`src/rtl/uart_pkg.sv`:
```
// uart_pkg -- shared types and constants for the UART transmitter.
//
// Contents:
//   CLKS_PER_BIT_DEFAULT : default clock cycles per serial bit (50 MHz / 115200 baud)
//   DATA_W               : width of one transmitted character
//   tx_state_e           : transmitter FSM state encoding
//
// Build option: UART_TX_PARITY_EN adds the PARITY state between DATA and STOP.

package uart_pkg;

    localparam int CLKS_PER_BIT_DEFAULT = 434;
    localparam int DATA_W               = 8;

`ifdef UART_TX_PARITY_EN
    typedef enum logic [2:0] {
        IDLE   = 3'd0,
        START  = 3'd1,
        DATA   = 3'd2,
        PARITY = 3'd3,
        STOP   = 3'd4
    } tx_state_e;
`else
    typedef enum logic [1:0] {
        IDLE  = 2'd0,
        START = 2'd1,
        DATA  = 2'd2,
        STOP  = 2'd3
    } tx_state_e;
`endif

endpackage

```
`src/rtl/uart_tx_if.sv`:
```
// uart_tx_if -- byte handshake between an upstream driver and uart_tx.
//
// Signals:
//   TxData  : byte offered by the upstream driver
//   XMitGo  : upstream has valid TxData
//   TxEmpty : holding register empty; TxData will be accepted
//
// Handshake: a byte transfers on every rising clock edge where
// XMitGo && TxEmpty. While TxEmpty is low, XMitGo is ignored and TxData
// is not sampled, so the driver may hold or change both freely.
//
// Modports:
//   master : upstream driver
//   slave  : uart_tx

interface uart_tx_if;
    import uart_pkg::*;

    logic [DATA_W-1:0] TxData;
    logic              XMitGo;
    logic              TxEmpty;

    modport master (output TxData, output XMitGo, input TxEmpty);
    modport slave  (input TxData, input XMitGo, output TxEmpty);

endinterface

```
`src/rtl/uart_baud_gen.sv`:
```
// uart_baud_gen -- per-bit cycle counter for the UART transmitter.
//
// Ports:
//   clock    : system clock, rising edge
//   reset    : synchronous, active-high
//   restart  : force the counter back to 0 on the next edge
//   bit_done : high during the last cycle (count == CLKS_PER_BIT-1) of a bit
//
// The counter returns to 0 after its last count, so it never runs past
// CLKS_PER_BIT-1.

module uart_baud_gen #(
    parameter int CLKS_PER_BIT = uart_pkg::CLKS_PER_BIT_DEFAULT
) (
    input  logic clock,
    input  logic reset,
    input  logic restart,
    output logic bit_done
);

    localparam int CNT_W = (CLKS_PER_BIT > 1) ? $clog2(CLKS_PER_BIT) : 1;
    localparam logic [CNT_W-1:0] LAST = CNT_W'(CLKS_PER_BIT - 1);

    logic [CNT_W-1:0] count;

    always_ff @(posedge clock) begin
        if (reset || restart || bit_done) begin
            count <= '0;
        end else begin
            count <= count + CNT_W'(1);
        end
    end

    assign bit_done = (count == LAST);

endmodule

```
`src/rtl/uart_tx.sv`:
```
// uart_tx -- 8N1 UART transmitter with a one-byte holding register.
//
// Ports:
//   clock     : system clock, all logic on rising edge
//   reset     : synchronous, active-high; aborts any frame in progress
//   tx_bus    : uart_tx_if.slave (TxData, XMitGo in; TxEmpty out)
//   TxD       : registered serial output, idle high
//   TxBusy    : shifter is mid-frame (state != IDLE)
//   dbg_state : current FSM state, for observation only
//
// Frame: start bit (0), 8 data bits LSB first, stop bit (1), each
// CLKS_PER_BIT cycles. A byte waiting in the holding register at the last
// stop-bit cycle starts immediately, giving gapless back-to-back frames.
//
// Build option: UART_TX_PARITY_EN inserts an even-parity bit after bit 7.

module uart_tx
    import uart_pkg::*;
#(
    parameter int CLKS_PER_BIT = CLKS_PER_BIT_DEFAULT
) (
    input  logic       clock,
    input  logic       reset,
    uart_tx_if.slave   tx_bus,
    output logic       TxD,
    output logic       TxBusy,
    output tx_state_e  dbg_state
);

    tx_state_e         state, state_n;
    logic [DATA_W-1:0] hold_q, hold_n;
    logic              hold_full, hold_full_n;
    logic [DATA_W-1:0] shift_q, shift_n;
    logic [2:0]        bit_idx, bit_idx_n;
    logic              txd_n;
    logic              restart;
    logic              bit_done;

    uart_baud_gen #(
        .CLKS_PER_BIT(CLKS_PER_BIT)
    ) u_baud (
        .clock    (clock),
        .reset    (reset),
        .restart  (restart),
        .bit_done (bit_done)
    );

    always_ff @(posedge clock) begin
        if (reset) begin
            state     <= IDLE;
            hold_q    <= '0;
            hold_full <= 1'b0;
            shift_q   <= '0;
            bit_idx   <= '0;
            TxD       <= 1'b1;
        end else begin
            state     <= state_n;
            hold_q    <= hold_n;
            hold_full <= hold_full_n;
            shift_q   <= shift_n;
            bit_idx   <= bit_idx_n;
            TxD       <= txd_n;
        end
    end

    // Next-state logic. TxD is computed for the state being entered so the
    // registered output lines up with the state register.
    always_comb begin
        state_n     = state;
        hold_n      = hold_q;
        hold_full_n = hold_full;
        shift_n     = shift_q;
        bit_idx_n   = bit_idx;
        txd_n       = TxD;

        // Load only when empty; the transfers below only happen when full,
        // so a load and a transfer can never fall on the same edge.
        if (!hold_full && tx_bus.XMitGo) begin
            hold_n      = tx_bus.TxData;
            hold_full_n = 1'b1;
        end

        case (state)
            IDLE: begin
                txd_n = 1'b1;
                if (hold_full) begin
                    shift_n     = hold_q;
                    hold_full_n = 1'b0;
                    state_n     = START;
                    txd_n       = 1'b0;
                end
            end
            START: begin
                if (bit_done) begin
                    state_n   = DATA;
                    bit_idx_n = 3'd0;
                    txd_n     = shift_q[0];
                end
            end
            DATA: begin
                if (bit_done) begin
                    if (bit_idx == 3'd7) begin
`ifdef UART_TX_PARITY_EN
                        state_n = PARITY;
                        txd_n   = ^shift_q;
`else
                        state_n = STOP;
                        txd_n   = 1'b1;
`endif
                    end else begin
                        bit_idx_n = bit_idx + 3'd1;
                        txd_n     = shift_q[bit_idx + 3'd1];
                    end
                end
            end
`ifdef UART_TX_PARITY_EN
            PARITY: begin
                if (bit_done) begin
                    state_n = STOP;
                    txd_n   = 1'b1;
                end
            end
`endif
            STOP: begin
                if (bit_done) begin
                    if (hold_full) begin
                        shift_n     = hold_q;
                        hold_full_n = 1'b0;
                        state_n     = START;
                        txd_n       = 1'b0;
                    end else begin
                        state_n = IDLE;
                        txd_n   = 1'b1;
                    end
                end
            end
            default: begin
                state_n = IDLE;
                txd_n   = 1'b1;
            end
        endcase

        // Every state entry starts a fresh bit period; the counter is held at
        // 0 while idle so the START bit gets its full length.
        restart = (state_n != state) || (state == IDLE);
    end

    assign tx_bus.TxEmpty = !hold_full;
    assign TxBusy         = (state != IDLE);
    assign dbg_state      = state;

endmodule

```
`src/flat_wrapper.sv`:
```
// flat-port wrapper written by rule: the top's interface ports become plain ports
module uart_tx_flat import uart_pkg::*;
#(
    parameter int CLKS_PER_BIT = CLKS_PER_BIT_DEFAULT
)
  (clock, reset, TxD, TxBusy, dbg_state, tx_bus_TxData, tx_bus_XMitGo, tx_bus_TxEmpty);
  uart_tx_if tx_bus_i ();
  input  logic clock;
  input  logic reset;
  output logic TxD;
  output logic TxBusy;
  output tx_state_e dbg_state;
  input wire logic [$bits(tx_bus_i.TxData)-1:0] tx_bus_TxData;
  input wire logic [$bits(tx_bus_i.XMitGo)-1:0] tx_bus_XMitGo;
  output wire logic [$bits(tx_bus_i.TxEmpty)-1:0] tx_bus_TxEmpty;
  assign tx_bus_i.TxData = tx_bus_TxData;
  assign tx_bus_i.XMitGo = tx_bus_XMitGo;
  assign tx_bus_TxEmpty = tx_bus_i.TxEmpty;
  uart_tx #(.CLKS_PER_BIT(CLKS_PER_BIT)) u_core (.clock(clock), .reset(reset), .tx_bus(tx_bus_i), .TxD(TxD), .TxBusy(TxBusy), .dbg_state(dbg_state));
endmodule
```
`config.mk`:
```
export PLATFORM = sky130hd
export DESIGN_NAME = uart_tx_flat
export DESIGN_NICKNAME = d
export VERILOG_FILES = /design/src/rtl/uart_pkg.sv /design/src/rtl/uart_tx_if.sv /design/src/rtl/uart_baud_gen.sv /design/src/rtl/uart_tx.sv /design/src/flat_wrapper.sv
export SDC_FILE = /design/constraint.sdc
export NUM_CORES = 1
export LEC_CHECK = 0
export ABC_CLOCK_PERIOD_IN_PS = 1700
export CORE_ASPECT_RATIO = 0.6
export CORE_MARGIN = 1
export CORE_UTILIZATION = 50
export DETAILED_ROUTE_END_ITERATION = 16
export PLACE_DENSITY = 0.74
export SYNTH_ARGS = -nofsm -noshare
export SYNTH_HDL_FRONTEND = slang
export SYNTH_SLANG_ARGS = --single-unit
```
`constraint.sdc`:
```
create_clock -name clock -period 1.7 [get_ports clock]
set_input_delay 0.17 -clock clock [delete_from_list [all_inputs] [get_ports clock]]
set_output_delay 0.17 -clock clock [all_outputs]
set_load 0.01 [all_outputs]
```
==> key figures, run 1 <==
Clocking
  • CTS Buffer Depth: 2
  • Clock root cell: clkbuf_8
  • CTS Sinks: 32
  • Clock transition at the registers of the reported paths: approximately 70 ps
  • Setup repair bufs after CTS: 0
  • Total CTS buffers: 5
  • CTS tree: done
  • H-tree levels: 2
  • Worst-Skew Late Latency: around 280 ps
  • Hold buffers post-CTS: 0

Synthesis
  • Top_reg_cell synth: dfxtp_1
  • Synth Cell Area: ~1500 um^2
  • Seq/Total Area, Yosys: 41.5%
  • Post-synth EDFFs: 0
  • Syn Inst Count: between 150 and 200
  • Synthesized flop and latch total: 32
  • Distinct cells, synth: 39
  • Syn nets: 180
  • Yosys warns: 0
  • Async SR Flop Fraction: 0%
  • Avg Inst Size Synth: roughly 9.6 um^2

STA
  • Clock Skew: ~3.3 ps
  • Final WS setup: -11.0 ps
  • Period utilization: 101%
  • Slew Viols, Final: 0
  • RSZ-0062 raised after global routing: true
  • Final hold vios: 0
  • Post-layout min period: 1710 ps
  • Slew headroom: 77.1%
  • Worst slew pin tran: 344 ps
  • Setup Viol. Count Final: 1
  • Fmax: 0.584 GHz

Power and ir drop
  • Switching Share: between 30% and 40%
  • Clock share of power: 31.4%
  • Pwr Density: 1260 nW/um^2
  • Comb power frac: 32.8%
  • Sequential power share: 35.8%
  • Worst-case vdd ir drop: around 750 uV
  • Design Power: 2.51 mW
  • Leakage Power: 0.780 nW
  • Net switching power figure: between 700 and 800 uW
  • Internal Pwr Total: approximately 1.8 mW

Global route
  • Initial antenna violation count: 0
  • First-pass GRT wire length: 5.62 mm
  • Gr usage total: around a quarter
  • Largest net degree at the start of global routing: 21
  • Number of global-route vias before repair: about 1200
  • GR Overflow Total: 0

Floorplan
  • Die W: 73.7 um
  • Overall die height: around 45 um
  • Die area: roughly 3300 um^2
  • I/O pins: 16
  • # rows: 15
  • Core Area: roughly 2900 um^2
  • Starting Density: a little over half

Finish
  • Area grow syn2layout: 28.9%
  • Filler cells: between 200 and 250
  • Final nets: 210
  • Share of cells above drive strength 1: 19.3%
  • Util after Layout: about two thirds
  • Antenna diodes: 0

Critical path
  • CP Launch Type: flip-flop
  • Critical Path RT: between 1500 and 2000 ps
  • Critical Path Sink Type: flip-flop
  • WS Path Type: flip-flop to flip-flop
  • WP buf/inv: 0
  • Top Family by Delay on Critical Path: multiplexers
  • Crit-path slowest cell: mux4_2
  • Crit path DAT: 1880 ps
  • Crit-path cells: ha_4 -> mux4_2 -> mux2_4 -> a211oi_2 -> a31oi_1
  • Critical path peak fanout: 3
  • Max incr delay on CP: roughly 490 ps

Routing
  • Vias: approximately 1300
  • DR WL/cell: ~15 um
  • Final WL: about 3.5 mm
  • DRT Pass-1 Iters: 5
  • Post-detailed-route count of antenna-violating nets: 0
  • DR vias/cell: 5.51
  • Drt drc: 0
  • DRC marker count from the first detailed-route iteration: 83

Place
  • GPL Wtd Cong: 0.848
  • HPWL Detailed: ~2.5 mm
  • Port bufs: 15

Min path
  • HP Class: flip-flop to flip-flop

Job
  • Max Cap Violations: 0

Run status
  • Violated checks: setup timing
  • Run status: finished, violations left
==> final timing paths <==
check                          from                end  slack (ps)  depth (start not counted)
setup / recovery  u_core.bit_idx[0]         u_core.TxD         -10                          5
hold / removal    u_core.shift_q[6]  u_core.shift_q[6]         500                          2
setup reg to reg  u_core.bit_idx[0]         u_core.TxD         -10                          5
hold reg to reg   u_core.shift_q[6]  u_core.shift_q[6]         500                          2
==> power groups by stage <==
stage          clock, mW  sequential [mW]  combinational [mW]
2_1_floorplan          0            0.922               0.472
3_5_place_dp           0            0.913               0.798
4_1_cts            0.803            0.900               0.797
3_3_place_gp           0            0.906               0.772
6_report           0.789            0.901               0.824
5_1_grt            0.839            0.909               0.890
==> cells in the mapped netlist, types with 2 or more instances <==
master,instances,area share (%)
xnor2_1,5,2.8
o21ai_0,2,0.65
nand3_1,5,1.6
and3_1,3,1.2
nand2_1,4,0.97
ha_1,8,6.5
buf_2,2,0.65
mux4_1,2,3.4
mux2i_1,16,10
a211oi_1,2,0.97
o211ai_1,2,0.97
buf_4,2,0.97
nand4b_1,2,1.1
clkbuf_1,2,0.49
a21oi_1,4,1.3
xor2_1,2,1.1
nor2_1,34,8.3
inv_1,8,1.9
a31oi_1,4,1.6
dfxtp_1,32,42
and2_1,2,0.81
==> tightest hold or removal path, cell delays in order (launching register included) <==
cell and delay [ps]:
dfxtp_1 330, mux2i_1 70, nor2_1 70
==> final cells by class <==
| class | instances | area, um^2 | area share, % |
|---|---|---|---|
| timing repair buffer | 30 | 262 | 13.2 |
| sequential | 32 | 646 | 32.5 |
| clock buffer | 7 | 96.3 | 4.85 |
| multi-input combinational | 114 | 872 | 43.9 |
| clock inverter | 1 | 30.0 | 1.51 |
| inverter | 8 | 30.0 | 1.51 |
| tap | 42 | 52.6 | 2.64 |
==> cell usage in the layout, fill, tap and decap left out, drive strengths merged, types with 2 or more instances in the layout <==
cell type      count
a211oi             3
a21oi              4
a31oi              4
and2               2
and3               3
buf               15
clkbuf             7
clkdlybuf4s50     14
dfxtp             32
ha                 8
inv                8
mux2i             16
mux4               2
nand2              4
nand3              5
nand4b             2
nor2              34
o211ai             2
o21ai              2
xnor2              5
xor2               2
==> through the flow <==
step / setup TNS [ps] / cells / hold slack [ps] / setup WS, ps / cell area, um^2
6_report: -11.0 / 234 / 496 / -11.0 / 1990
5_1_grt: -62.0 / 234 / 521 / -53.2 / 1990
4_1_cts: -4.01 / 234 / 497 / -4.01 / 1970
3_5_place_dp: -38.3 / 226 / 480 / -38.3 / 1840
3_3_place_gp: -9.47 / 226 / 475 / -9.47 / 1840
2_1_floorplan: 0 / 161 / 317 / 10.2 / 1560
==> what timing repair did <==
action                     CTS  global route
hold endpoints to repair     0             0
resized for setup            8             3
pin swaps                    1             0
setup endpoints to repair    2            23
==> flip-flops by register name, summed over array words and instances, names as in the netlist <==
signal               cells
u_core.u_baud.count      9
u_core.hold_q            8
u_core.shift_q           8
u_core.bit_idx           3
u_core.dbg_state         2
u_core.TxD               1
u_core.hold_full         1
==> per-layer routing <==
layer  vias up  part of all wire, %  global-route usage [%]
li1        629                    -                       -
met1       621                   49                    31.5
met2        39                   45                    35.0
met3         0                  6.0                    9.38
met4         0                    0                    9.23
met5         -                    0                       0
==> cell families (layout without fill, tap and decap cells) <==
| family | count (synthesis) | after routing | share of synthesized area (%) |
|---|---|---|---|
| flip-flops | 32 | 32 | 41.5 |
| buffers and inverters | 15 | 46 | 4.30 |
| adder cells (fa/ha/maj) | 8 | 8 | 6.49 |
| XOR/XNOR | 7 | 7 | 3.97 |
| AND/OR/NAND/NOR | 56 | 56 | 17.2 |
| AO/OA/AOI/OAI | 24 | 24 | 12.0 |
| multiplexers | 19 | 19 | 14.5 |
Power figures use the tool's default switching activity.
==> run 2: changes to the inputs <==
--- a/config.mk
+++ b/config.mk
@@ -10,6 +10,7 @@
 export CORE_MARGIN = 1
 export CORE_UTILIZATION = 50
 export DETAILED_ROUTE_END_ITERATION = 16
+export GPL_TIMING_DRIVEN = 0
 export PLACE_DENSITY = 0.74
 export SYNTH_ARGS = -nofsm -noshare
 export SYNTH_HDL_FRONTEND = slang
==> key figures, run 2 (synthesis gave the netlist of run 1 again) <==
Run status
  • Run status: finished, violations left (unchanged)
  • Violated checks: setup timing (unchanged)

STA
  • Slew Viols, Final: 0 (unchanged)
  • Final WS setup: -55.4 ps (was -11.0 ps)
  • Post-layout min period: 1760 ps (was 1710 ps)
  • Worst slew pin tran: 500 ps (was 344 ps)
  • Fmax: 0.570 GHz (was 0.584 GHz)
  • Clock Skew: 12.2 ps (was 3.25 ps)
  • Final hold vios: 0 (unchanged)
  • Setup Viol. Count Final: 1 (unchanged)
  • RSZ-0062 raised after global routing: true (unchanged)
  • Period utilization: 103% (was 101%)
  • Slew headroom: 66.7% (was 77.1%)

Routing
  • Vias: 1247 (was 1289)
  • DRT Pass-1 Iters: 4 (was 5)
  • DR WL/cell: 15.2 um (was 15.1 um)
  • DR vias/cell: 5.52 (was 5.51)
  • Drt drc: 0 (unchanged)
  • Post-detailed-route count of antenna-violating nets: 0 (unchanged)
  • DRC marker count from the first detailed-route iteration: 82 (was 83)
  • Final WL: 3.44 mm (was 3.53 mm)

Global route
  • GR Overflow Total: 0 (unchanged)
  • First-pass GRT wire length: 5.64 mm (was 5.62 mm)
  • Number of global-route vias before repair: 1212 (was 1238)
  • Initial antenna violation count: 0 (unchanged)
  • Largest net degree at the start of global routing: 12 (was 21)
  • Gr usage total: 24.0% (was 23.7%)

Critical path
  • Worst Setup SP: u_core.bit_idx[0] (unchanged)
  • WS Path Type: flip-flop to flip-flop (unchanged)
  • Crit-path slowest cell: mux4_2 (unchanged)
  • CP Launch Type: flip-flop (unchanged)
  • Worst r2r dst: u_core.TxD (unchanged)
  • Crit path DAT: 1930 ps (was 1880 ps)
  • R2R cell count: 5 (unchanged)
  • Reg-to-reg critical path startpoint: u_core.bit_idx[0] (unchanged)
  • Critical Path RT: 1870 ps (about the same)
  • Worst R2R Setup Slack: -60 ps (was -10 ps)
  • Critical Path Sink Type: flip-flop (unchanged)
  • Critical path peak fanout: 3 (unchanged)
  • Max incr delay on CP: 490 ps (about the same)
  • Crit-path cells: ha_4 -> mux4_2 -> mux2_4 -> a211oi_2 -> a31oi_1 (unchanged)

Floorplan
  • Die area: 3320 um^2 (unchanged)
  • I/O pins: 16 (unchanged)
  • Starting Density: 53.0% (unchanged)
  • Core Area: 2910 um^2 (unchanged)
  • # rows: 15 (unchanged)
  • Overall die height: 45.0 um (unchanged)
  • Die W: 73.7 um (unchanged)

Clocking
  • CTS tree: done (unchanged)
  • Worst-Skew Late Latency: 290 ps (was 280 ps)
  • Clock transition at the registers of the reported paths: 70 ps (about the same)
  • CTS Buffer Depth: 2 (unchanged)
  • Clock root cell: clkbuf_8 (unchanged)
  • H-tree levels: 2 (unchanged)
  • Hold buffers post-CTS: 0 (unchanged)
  • CTS Sinks: 32 (unchanged)
  • Total CTS buffers: 5 (unchanged)

Power and ir drop
  • Sequential power share: 39.1% (was 35.8%)
  • Net switching power figure: 760 uW (was 761 uW)
  • Pwr Density: 1240 nW/um^2 (was 1260 nW/um^2)
  • Switching Share: 32.1% (was 30.3%)
  • Worst-case vdd ir drop: 619 uV (was 748 uV)
  • Clock share of power: 30.9% (was 31.4%)
  • Leakage Power: 0.716 nW (was 0.780 nW)
  • Internal Pwr Total: 1.61 mW (was 1.75 mW)
  • Comb power frac: 30.0% (was 32.8%)

Finish
  • Final nets: 202 (was 210)
  • Share of cells above drive strength 1: 15.2% (was 19.3%)
  • Design Area, Final: 1900 um^2 (was 1990 um^2)
  • Most frequent cells in the layout: nor2_1, dfxtp_1, mux2i_1 (unchanged)
  • Antenna diodes: 0 (unchanged)
  • Max reg flops: 9 (unchanged)
  • Area grow syn2layout: 23.2% (was 28.9%)
  • Most flops, register: u_core.u_baud.count (unchanged)
  • Most common cell after layout, fill and taps aside: nor2_1 (unchanged)
  • Filler cells: 231 (was 243)
  • Largest registers: u_core.u_baud.count x9, u_core.hold_q x8, u_core.shift_q x8 (unchanged)
  • Util after Layout: 65.3% (was 68.3%)

Min path
  • Hold EP: u_core.TxD (was u_core.shift_q[6])
  • Hold path startpoint: reset (was u_core.shift_q[6])
  • Hold path depth: 3 (was 2)
  • HP Class: input pin to flip-flop (was flip-flop to flip-flop)

Place
  • HPWL Detailed: 2.50 mm (was 2.55 mm)
  • Pre-CTS setup slack: -115 ps (was -38.3 ps)
  • Placed instance area: 1750 um^2 (was 1840 um^2)
  • Port bufs: 14 (was 15)
  • GPL Wtd Cong: 0.817 (was 0.848)

Job
  • Max Cap Violations: 0 (unchanged)
run 2: cell types whose count changed in the layout (fill, tap and decap cells not counted), moves of 2 or more:
cell and delta:
buf_2 +2, buf_4 -12, dfxtp_2 -2, clkbuf_1 +2, clkbuf_8 -2, dfxtp_4 +2, ha_2 +2, ha_1 -2
run 2: power by group through the flow:
stage	Sequential (mW)	Combinational, mW	Clock [mW]
after global routing	0.937	0.776	0.778
after global placement	0.928	0.665	0
final	0.926	0.710	0.730
after detailed placement	0.936	0.689	0
after CTS	0.922	0.688	0.742
after floorplan	0.922	0.472	0
run 2: worst max-delay path by stage:
stage | endpoint | cells after the start
after floorplan | u_core.TxD | 5
after global routing | u_core.TxD | 5
final | u_core.TxD | 5
after detailed placement | u_core.TxD | 5
after CTS | u_core.TxD | 5
after global placement | u_core.TxD | 5
run 2: critical path, delay by kind of cell, from the launching register on:
family / cells / cell delay (ps)
AO/OA/AOI/OAI: 2 / 230
flip-flops: 1 / 350
multiplexers: 2 / 780
adder cells (fa/ha/maj): 1 / 290
run 2: area by class of cell:
| cell class | count | area [um^2] | share of cell area, % |
|---|---|---|---|
| buffer | 7 | 36.3 | 1.91 |
| clock inverter | 3 | 42.5 | 2.24 |
| timing repair buffer | 15 | 146 | 7.70 |
| sequential | 32 | 651 | 34.2 |
| inverter | 8 | 30.0 | 1.58 |
| clock buffer | 5 | 68.8 | 3.62 |
| tap | 42 | 52.6 | 2.76 |
| multi-input combinational | 114 | 873 | 46.0 |
run 2: timing repair:
item / 4_1_cts / 5_1_grt
buffers inserted: 1 / 0
pin swaps: 2 / 1
setup endpoints to repair: 11 / 18
resized for setup: 10 / 4
run 2: routing by layer:
metal,vias to the layer above,part of all wire [%],global-route usage (%)
met5,-,0,0
met4,0,1.8,13.8
met3,9,3.9,6.03
met2,24,46,37.1
met1,596,49,31.1
li1,618,-,-
run 2: per-stage QoR:
stage | power (mW) | cells | hold slack (ps) | TNS (ps)
2_1_floorplan | 1.39 | 161 | 317 | 0
4_1_cts | 2.35 | 226 | 299 | -96.5
6_report | 2.37 | 226 | 311 | -55.4
5_1_grt | 2.49 | 226 | 393 | -106
3_3_place_gp | 1.59 | 217 | 445 | -75.3
3_5_place_dp | 1.62 | 217 | 464 | -431
==> run 3: changes to the inputs <==
--- a/config.mk
+++ b/config.mk
@@ -8,10 +8,9 @@
 export ABC_CLOCK_PERIOD_IN_PS = 1700
 export CORE_ASPECT_RATIO = 0.6
 export CORE_MARGIN = 1
-export CORE_UTILIZATION = 50
+export CORE_UTILIZATION = 40
 export DETAILED_ROUTE_END_ITERATION = 16
 export GPL_TIMING_DRIVEN = 0
-export PLACE_DENSITY = 0.74
 export SYNTH_ARGS = -nofsm -noshare
 export SYNTH_HDL_FRONTEND = slang
 export SYNTH_SLANG_ARGS = --single-unit
==> key figures, run 3 (synthesis gave the netlist of run 1 again) <==
STA
  • Post-layout min period: 1760 ps (about the same)
  • RSZ-0062 raised after global routing: true (unchanged)
  • Slew Viols, Final: 0 (unchanged)
  • Setup Viol. Count Final: 1 (unchanged)
  • Worst slew pin tran: 552 ps (was 500 ps)
  • Period utilization: 103% (about the same)
  • Final hold vios: 0 (unchanged)
  • Clock Skew: 7.46 ps (was 12.2 ps)
  • Slew headroom: 63.2% (was 66.7%)
  • Final WS setup: -55.1 ps (was -55.4 ps)
  • Fmax: 0.570 GHz (about the same)

Min path
  • HP Class: input pin to flip-flop (unchanged)

Clocking
  • Clock transition at the registers of the reported paths: 70 ps (about the same)
  • CTS Sinks: 32 (unchanged)
  • CTS tree: done (unchanged)
  • Hold buffers post-CTS: 0 (unchanged)
  • Clock root cell: clkbuf_8 (unchanged)
  • CTS Buffer Depth: 2 (unchanged)
  • Total CTS buffers: 5 (unchanged)
  • Worst-Skew Late Latency: 290 ps (about the same)
  • H-tree levels: 2 (unchanged)

Finish
  • Final nets: 202 (unchanged)
  • Most flops, register: u_core.u_baud.count (unchanged)
  • Area of the multi-input gates: 868 um^2 (was 873 um^2)
  • Share of cells above drive strength 1: 14.1% (was 15.2%)
  • Most frequent cells in the layout: nor2_1, dfxtp_1, mux2i_1 (unchanged)
  • Post-route insts no fill: 231 (was 226)
  • Max reg flops: 9 (unchanged)
  • Largest registers: u_core.u_baud.count x9, u_core.hold_q x8, u_core.shift_q x8 (unchanged)
  • FF/Latch Area: 653 um^2 (was 651 um^2)
  • Area grow syn2layout: 23.4% (was 23.2%)
  • Most common cell after layout, fill and taps aside: nor2_1 (unchanged)
  • Filler cells: 349 (was 231)
  • Antenna diodes: 0 (unchanged)

Global route
  • Gr usage total: 18.2% (was 24.0%)
  • Initial antenna violation count: 0 (unchanged)
  • First-pass GRT wire length: 5.33 mm (was 5.64 mm)
  • Largest net degree at the start of global routing: 12 (unchanged)
  • GR Overflow Total: 0 (unchanged)
  • Number of global-route vias before repair: 1092 (was 1212)

Routing
  • DRT Pass-1 Iters: 4 (unchanged)
  • Post-detailed-route count of antenna-violating nets: 0 (unchanged)
  • DR vias/cell: 5.25 (was 5.52)
  • Vias: 1212 (was 1247)
  • Drt drc: 0 (unchanged)
  • Final WL: 3.26 mm (was 3.44 mm)
  • DR WL/cell: 14.1 um (was 15.2 um)
  • DRC marker count from the first detailed-route iteration: 68 (was 82)

Power and ir drop
  • Switching Share: 31.9% (was 32.1%)
  • Net switching power figure: 751 uW (was 760 uW)
  • Internal Pwr Total: 1.60 mW (was 1.61 mW)
  • Worst-case vdd ir drop: 478 uV (was 619 uV)
  • Leakage Power: 0.720 nW (was 0.716 nW)
  • Sequential power share: 39.1% (about the same)
  • Comb power frac: 29.5% (was 30.0%)
  • Design Power: 2.35 mW (was 2.37 mW)
  • Clock share of power: 31.4% (was 30.9%)
  • Pwr Density: 1240 nW/um^2 (about the same)

Critical path
  • Critical Path RT: 1880 ps (was 1870 ps)
  • CP Launch Type: flip-flop (unchanged)
  • Critical path peak fanout: 3 (unchanged)
  • Critical Path Sink Type: flip-flop (unchanged)
  • Crit path DAT: 1930 ps (about the same)
  • WS Path Type: flip-flop to flip-flop (unchanged)

Place
  • Placed insts: 222 (was 217)
  • Port bufs: 14 (unchanged)
  • HPWL Detailed: 2.26 mm (was 2.50 mm)
  • GPL Wtd Cong: 0.833 (was 0.817)
  • Pre-CTS setup slack: -112 ps (was -115 ps)

Floorplan
  • Die area: 4120 um^2 (was 3320 um^2)
  • Die W: 82.2 um (was 73.7 um)
  • Overall die height: 50.1 um (was 45.0 um)
  • # rows: 17 (was 15)
  • Core Area: 3680 um^2 (was 2910 um^2)
  • Starting Density: 41.9% (was 53.0%)
  • I/O pins: 16 (unchanged)

Run status
  • Violated checks: setup timing (unchanged)
  • Run status: finished, violations left (unchanged)

Job
  • Max Cap Violations: 0 (unchanged)
-- run 3: cell counts in the layout (fill, tap and decap cells not counted) --
Identical to the previous run, type by type.
-- run 3: layout make-up --
class,instances,area share [%]
sequential,32,34.3
timing repair buffer,15,7.69
buffer,7,1.91
inverter,8,1.58
multi-input combinational,114,45.6
tap,47,3.09
clock buffer,5,3.61
clock inverter,3,2.23
-- run 3: timing repair --
action                                  CTS  global route
gates resized for setup                   9             4
pin swaps                                 2             1
setup buffers                             1             0
endpoints found under the setup margin   10            16
hold endpoints to repair                  0             0
-- run 3: metrics by stage --
stage	hold WS (ps)	TNS, ps	instance area (um^2)	util (%)
5_1_grt	321	-122	1900	51.8
4_1_cts	282	-112	1890	51.3
3_5_place_dp	458	-143	1760	47.7
2_1_floorplan	317	0	1560	-
3_3_place_gp	447	-90.2	1760	47.7
6_report	297	-55.1	1900	51.8
-- run 3: critical path: stages, from the launching register on --
cell and delay [ps]:
dfxtp_4 360, ha_4 280, mux4_2 490, mux2_4 280
a211oi_2 160, a31oi_1 60
-- run 3: per-layer routing --
| layer | part of all wire (%) | global-route usage (%) | up-vias |
|---|---|---|---|
| met3 | 5.5 | 7.78 | 2 |
| met5 | 0 | 0 | - |
| met1 | 53 | 25.3 | 562 |
| met4 | 0.43 | 6.14 | 0 |
| met2 | 41 | 24.7 | 35 |
| li1 | - | - | 613 |
-- run 3: power groups by stage --
stage / Clock [mW] / Combinational [mW] / Sequential [mW]
after floorplan: 0 / 0.472 / 0.922
after global placement: 0 / 0.678 / 0.927
after global routing: 0.795 / 0.771 / 0.935
final: 0.738 / 0.694 / 0.921
after CTS: 0.756 / 0.678 / 0.915
after detailed placement: 0 / 0.678 / 0.930
-- run 3: path summary, 6_finish.rpt --
path / depth (start not counted) / slack (ps) / endpoint / startpoint
worst max-delay path: 5 / -60 / u_core.TxD / u_core.bit_idx[0]
worst max register to register: 5 / -60 / u_core.TxD / u_core.bit_idx[0]
worst min register to register: 1 / 470 / u_core.u_baud.count[0] / u_core.u_baud.count[0]
worst min-delay path: 3 / 300 / u_core.TxD / reset
